`src/rtl/tick_arbiter.sv`:
```
// Arbitrates a shared skip-counted tick generator among NREQ requesters; each grant gets a BURST of ticks.
// Define TICK_ARB_FIXED_PRIO_EN for fixed lowest-index priority instead of round-robin.
module tick_arbiter #(
   parameter int unsigned NREQ  = 4,
   parameter int unsigned W     = 32,
   parameter int unsigned BURST = 8
) (
   input  logic              clk,
   input  logic              rst,
   input  logic [NREQ-1:0]   req,
   input  logic [NREQ*W-1:0] skip,
   output logic [NREQ-1:0]   gnt,
   output logic              tick,
   output logic [3:0]        tick_cnt,
   output logic              busy,
   output logic              done
);

   localparam int unsigned IW = (NREQ > 1) ? $clog2(NREQ) : 1;

   typedef enum logic [1:0] {IDLE, LOAD, RUN, RELEASE} state_t;

   state_t        state;
   logic [IW-1:0] win_q;
   logic [W-1:0]  skip_q;
   logic [W-1:0]  divider;
   logic [W-1:0]  skip_sel;

   logic [IW-1:0] start;
   logic [IW-1:0] cand;
   logic [IW-1:0] pick_idx;
   logic          pick_found;

`ifdef TICK_ARB_FIXED_PRIO_EN
   assign start = '0;
`else
   logic [IW-1:0] rr_ptr;

   // Round-robin pointer moves just past the winner when its grant is released
   always_ff @(posedge clk) begin
      if (!rst) begin
         rr_ptr <= '0;
      end else if (state == RELEASE) begin
         rr_ptr <= (win_q == IW'(NREQ - 1)) ? '0 : win_q + IW'(1);
      end
   end

   assign start = rr_ptr;
`endif

   // First requesting index at or after start, wrapping modulo NREQ
   always_comb begin
      pick_found = 1'b0;
      pick_idx   = '0;
      cand       = '0;
      for (int off = 0; off < int'(NREQ); off++) begin
         cand = IW'((int'(start) + off) % int'(NREQ));
         if (!pick_found && req[cand]) begin
            pick_found = 1'b1;
            pick_idx   = cand;
         end
      end
   end

   assign skip_sel = skip[int'(win_q)*W +: W];

   // Grant/burst sequencer; outputs are cleared on the way into RELEASE so the grant gap is two cycles
   always_ff @(posedge clk) begin
      if (!rst) begin
         state    <= IDLE;
         gnt      <= '0;
         tick     <= 1'b0;
         tick_cnt <= '0;
         busy     <= 1'b0;
         done     <= 1'b0;
         divider  <= '0;
         skip_q   <= '0;
         win_q    <= '0;
      end else begin
         tick <= 1'b0;
         done <= 1'b0;
         case (state)
            IDLE: begin
               if (pick_found) begin
                  win_q <= pick_idx;
                  gnt   <= NREQ'(1) << pick_idx;
                  busy  <= 1'b1;
                  state <= LOAD;
               end
            end
            LOAD: begin
               skip_q   <= skip_sel;
               divider  <= '0;
               tick_cnt <= '0;
               state    <= RUN;
            end
            RUN: begin
               // A completed burst takes precedence over a request dropped in the same cycle
               if (tick_cnt == 4'(BURST)) begin
                  done     <= 1'b1;
                  gnt      <= '0;
                  tick_cnt <= '0;
                  state    <= RELEASE;
               end else if (!req[win_q]) begin
                  gnt      <= '0;
                  tick_cnt <= '0;
                  state    <= RELEASE;
               end else if (divider == skip_q) begin
                  divider  <= '0;
                  tick     <= 1'b1;
                  tick_cnt <= tick_cnt + 4'd1;
               end else begin
                  divider  <= divider + W'(1);
               end
            end
            RELEASE: begin
               gnt      <= '0;
               tick_cnt <= '0;
               busy     <= 1'b0;
               state    <= IDLE;
            end
            default: begin
               state <= IDLE;
            end
         endcase
      end
   end

endmodule

```
`config.mk`:
```
export PLATFORM = sky130hd
export DESIGN_NAME = tick_arbiter
export DESIGN_NICKNAME = d
export VERILOG_FILES = /design/src/rtl/tick_arbiter.sv
export SDC_FILE = /design/constraint.sdc
export NUM_CORES = 1
export LEC_CHECK = 0
export ABC_AREA = 0
export CAP_MARGIN = 20
export CELL_PAD_IN_SITES_DETAIL_PLACEMENT = 2
export CELL_PAD_IN_SITES_GLOBAL_PLACEMENT = 2
export CORE_MARGIN = 2
export CORE_UTILIZATION = 28
export DETAILED_ROUTE_END_ITERATION = 7
export PLACE_DENSITY = 0.88
export SLEW_MARGIN = 30
export SYNTH_ARGS = -nofsm -noshare
export SYNTH_HDL_FRONTEND = slang
export SYNTH_SLANG_ARGS = --single-unit
```
`constraint.sdc`:
```
create_clock -name clk -period 2.8 [get_ports clk]
set_input_delay 0.56 -clock clk [delete_from_list [all_inputs] [get_ports clk]]
set_output_delay 0.56 -clock clk [all_outputs]
set_load 0.01 [all_outputs]
```
Word level (Yosys, flattened, before mapping)
Cells that the tools add are included.
Word-level totals
  output and inout bits: 11
  register bits after elaboration: 81
  logic and storage cells: 96
Operators by class
  shifts and indexed selects: 2
  $lt $le $gt $ge: 5
  bitwise logic cells: 3
  multiplexer cells: 39
  eq/ne operators: 11
  reduce and logical (&&, ||, !) cells: 20
  add/subtract/negate cells: 6
Operators by type and width (number)
  variable part select 128 x 8 -> 32 bit: 1
  two-way mux 32 bit: 3
  case mux 32 bit (2 select lines): 1
  adder 32 x 1 -> 32 bit (second input constant): 1
  == test 32 bit: 1
  two-way mux 4 bit: 6
  two-way mux 2 bit: 8
  < comparator 2 x 3 -> 1 bit (second input constant): 5
  two-way mux 1 bit: 12
  case mux 4 bit (3 select lines): 1
  binary-select mux 1 bit (select 2 bit): 5
  AND reduction 2 bit: 5
  case mux 2 bit (4 select lines): 1
  case mux 4 bit (2 select lines): 1
  == test 2 bit (second input constant): 3
  inequality test 2 bit (second input constant): 3
  AND reduction 3 bit: 2
  nonzero test 2 bit: 3
  adder 2 x 1 -> 2 bit (second input constant): 2
  adder 2 bit (second input constant): 2
  adder 4 x 1 -> 4 bit (second input constant): 1
  == test 4 bit (second input constant): 1
  inequality test 4 bit (second input constant): 1
  OR reduction 4 bit: 1
  10 further kinds: 16

Depth between registers and ports, before layout
  depth after elaboration: 15
  depth in mapped cells: 9
  depth with buffers taken out: 8

Worst setup path before layout
OpenSTA, ideal clock, no wires.
  kind: flip-flop to flip-flop
  start: register state[0]
  end: register divider[21]
  setup time: 0.117 ns
  stages on the path, launching flop included: 10
  required time: 2.683 ns
  buffers on the path: 1
  slack: 0.677 ns
  arrival: 2.006 ns
  path through: dfxtp_1 -> inv_1 -> ha_1 -> clkbuf_1 -> nor2b_1 -> a31oi_4 -> or4_4 -> nor3_2 -> xnor2_1 -> nor2_1
On the way
  longest elaborated chain between the ends: 3
Ends and longest elaborated chain
  from (decl): RTL line 23  | state_t state;
  from (signal assigned): RTL line 70  | state <= IDLE;
  from (signal assigned): RTL line 88  | state <= LOAD;
  from (signal assigned): RTL line 95  | state <= RUN;
  == test 2 bit / == test 2 x 1 -> 1 bit (equally long branches): RTL line 82  | case (state)
  inequality test 2 bit (no source line) / nonzero test 2 bit (equally long branches)
  AND reduction 3 bit (no source line)
  to (signal assigned): RTL line 113  | divider <= divider + W'(1);
  to (decl): RTL line 26  | logic [W-1:0] divider;
Several ways; a longest one is shown, not always the timed one.
A chain may end at the register's enable or synchronous reset.

Worst setup path after layout
  start: register divider[11]
  end: register divider[21]
On the way
  longest elaborated chain between the ends: 5
Ends and longest elaborated chain
  adder 32 x 1 -> 32 bit / == test 32 bit (equally long branches): RTL line 113, 108
  two-way mux 32 bit (*): RTL line 108  | end else if (divider == skip_q) begin
  two-way mux 32 bit (*): RTL line 104  | end else if (!req[win_q]) begin
  two-way mux 32 bit (*): RTL line 99  | if (tick_cnt == 4'(BURST)) begin
  case mux 32 bit (2 select lines) (*): RTL line 82
Every way passes the cells marked *; elsewhere a longest branch is shown, timed or not. The select of a mux whose other input is x is not followed.

==> impl_metrics.toml <==
[timing]
clock_skew_ns = 0.0152
worst_pin_slew_ns = 0.746
fin_crit_ns = 2.70
hold_viol = 0
rsz0062_at_grt = "no"
max_freq_mhz = 371
post-route-period-util = 0.964
setup_tns_ns = 0
setup_violations = 0
drv_slew = 0
slew_headroom = 0.499

[finish]
diodes = 0
fin_util = 0.411
final_cells = 864
fillers = 1741
drive_gt1_frac = 0.127
fin_nets = 781
area_delta_synth_final_pct = 43.4

[drt]
drt-total-wl_um = 20700
vias = 4644
ant_nets = 0
first_iter_violations = 234
wl_per_cell_um = 23.9
via_per_inst = 5.38
drc = 0
firstDrtPassIters = 6

[grt]
grt_pass1_vias = 5408
grt_max_degree = 36
grt_usage = 0.234
grt_antenna_before_repair = 0
grt_pass1_wl_um = 31700
grt_remaining_overflow = 0

[critical_path]
end_kind = "flip-flop"
cp-start-kind = "flip-flop"
reg2reg_depth = 7
critPathRequiredTime_ns = 3.03
crit_fanout = 21
critPathKind = "reg2reg"
ff2ff_setup_slack_ns = 0.10
r2r-end = "divider[21]"
critical_path_arrival_ns = 2.93
r2r-start = "divider[11]"

[die]
dieWidth_um = 134
num_rows = 47
start_util = 0.286
io_pins = 145
design.core.area_sq_um = 16600
dieArea_sq_um = 18000
fp.dieH_um = 134

[logic_synthesis]
yosys-top-cells-count = "nor2_1, dfxtp_1, xnor2_1, mux2i_1, mux4_2"
synth_area_per_cell_sq_um = 9.65
seq_area_frac_synth = 0.342
syn-cell-area_sq_um = 4750
ys_types = 51
synth_area_leaders = "dfxtp_1, mux4_2, xnor2_1"
ys_seq_elements = 81
syn_inst = 492
async_flop_share = 0
synth_nets = 634
yosys.area.top_type = "dfxtp_1"
synthFlopType = "dfxtp_1"
synth_edf_count = 0
ys_warn_count = 0
synth_top_area_frac = 0.342
yosysMostFrequentCell = "nor2_1"

[hold_path]
hold_depth = 2
min_from = "gnt[2]"
worstHoldEndpoint = "gnt[2]"
hold_path_class = "reg2reg"

[run_status]
outcome = "complete, no violations"

[power]
vdd_drop_max_uv = 371
leakagePower_nw = 2.30
p_per_area_nw_per_um2 = 722

[clocking]
clock_sinks = 81
ctsHoldBuffers = 0
root_buffer = "clkbuf_16"
tritoncts = "yes"
clk_path_buf_depth = 2
cts_resized = 0
clk_pin_slew_ns = 0.06
cts_buffers = 9
htreeDepth = 3
clkLatencyLatePin_ns = 0.37
postCtsSetupRepairBufs = 0

[placement]
dp.cells = 848
port_buffers = 144
hpwlAfterDp_um = 14600
gp_congestion = 0.845

[flow_run]
max_cap_viol_count = 0
[per-stage QoR]
stage                     hold WS, ns  setup slack, ns  cell area [sq um]  power, mW
after floorplan                 0.473            0.677               4750       2.82
after global placement          0.496            0.191               6510       3.45
after detailed placement        0.511           0.0922               6510       3.63
after CTS                       0.528            0.190               6810       4.94
after global routing            0.562           0.0574               6810       5.15
final                           0.523            0.102               6810       4.91
[kinds of logic after synthesis]
family	synth area share
compound gates	0.0767
buf+inv	0.0353
flops	0.342
simple gates	0.195
xor+xnor	0.0978
mux	0.232
fa+ha+maj	0.0211
[critical path, cell delays in order, from the launching register on]
cell and delay, ns:
dfxtp_1 0.37, xnor2_1 0.44, nand4_1 0.25, nor4_1 0.52
a21boi_1 0.32, o21ai_1 0.21, buf_4 0.30, nor2_1 0.14
[how the worst max path moves through the flow]
stage	startpoint	to
after floorplan	state[0]	divider[21]
after global placement	req[1]	divider[31]
after detailed placement	req[0]	divider[29]
after CTS	divider[11]	divider[21]
after global routing	state[0]	divider[27]
final	divider[11]	divider[21]
[power breakdown]
group	total (mW)	leakage (nW)	internal, mW	switching, mW
clock network	1.24	0.142	0.713	0.530
registers	1.53	0.659	1.34	0.190
logic	2.14	1.50	1.00	1.14
[routing by layer]
layer	GRT usage	routed length, um
met1	0.243	7800
met2	0.452	11400
met3	0.0416	687
met4	0.110	768
met5	0	0
[state kept, by name (all words and copies together) (netlist names)]
name	cells
divider	32
skip_q	32
gnt	4
tick_cnt	4
rr_ptr	2
state	2
win_q	2
busy	1
done	1
tick	1
[layout by cell type (no fill, tap or decap), types with 3 or more instances in the layout]
cell type and n:
inv_1 7, nor2_1 82, nor4_1 5, a31oi_1 7, nand3_1 24, clkdlybuf4s50_1 144, xnor2_1 42, nand4_1 18
dfxtp_1 80, xor2_1 11, ha_1 7, clkbuf_16 9, a21oi_1 15, nor2b_1 3, and4_1 3, or3_1 3
a22oi_1 6, and3_1 5, mux2i_1 36, nand2b_1 4, nand2_1 24, mux4_2 33, nor3_1 6, buf_4 24
a32oi_1 3
[cell type report]
class / count / area (sq um) / area share
Clock inverter: 5 / 55.1 / 0.00809
Inverter: 8 / 30.0 / 0.00441
Tap cell: 220 / 275 / 0.0404
Multi-Input combinational cell: 371 / 2960 / 0.435
Clock buffer: 11 / 243 / 0.0357
Timing Repair Buffer: 168 / 1620 / 0.238
Sequential cell: 81 / 1620 / 0.238
No activity file was read; power rests on OpenSTA's default activity.
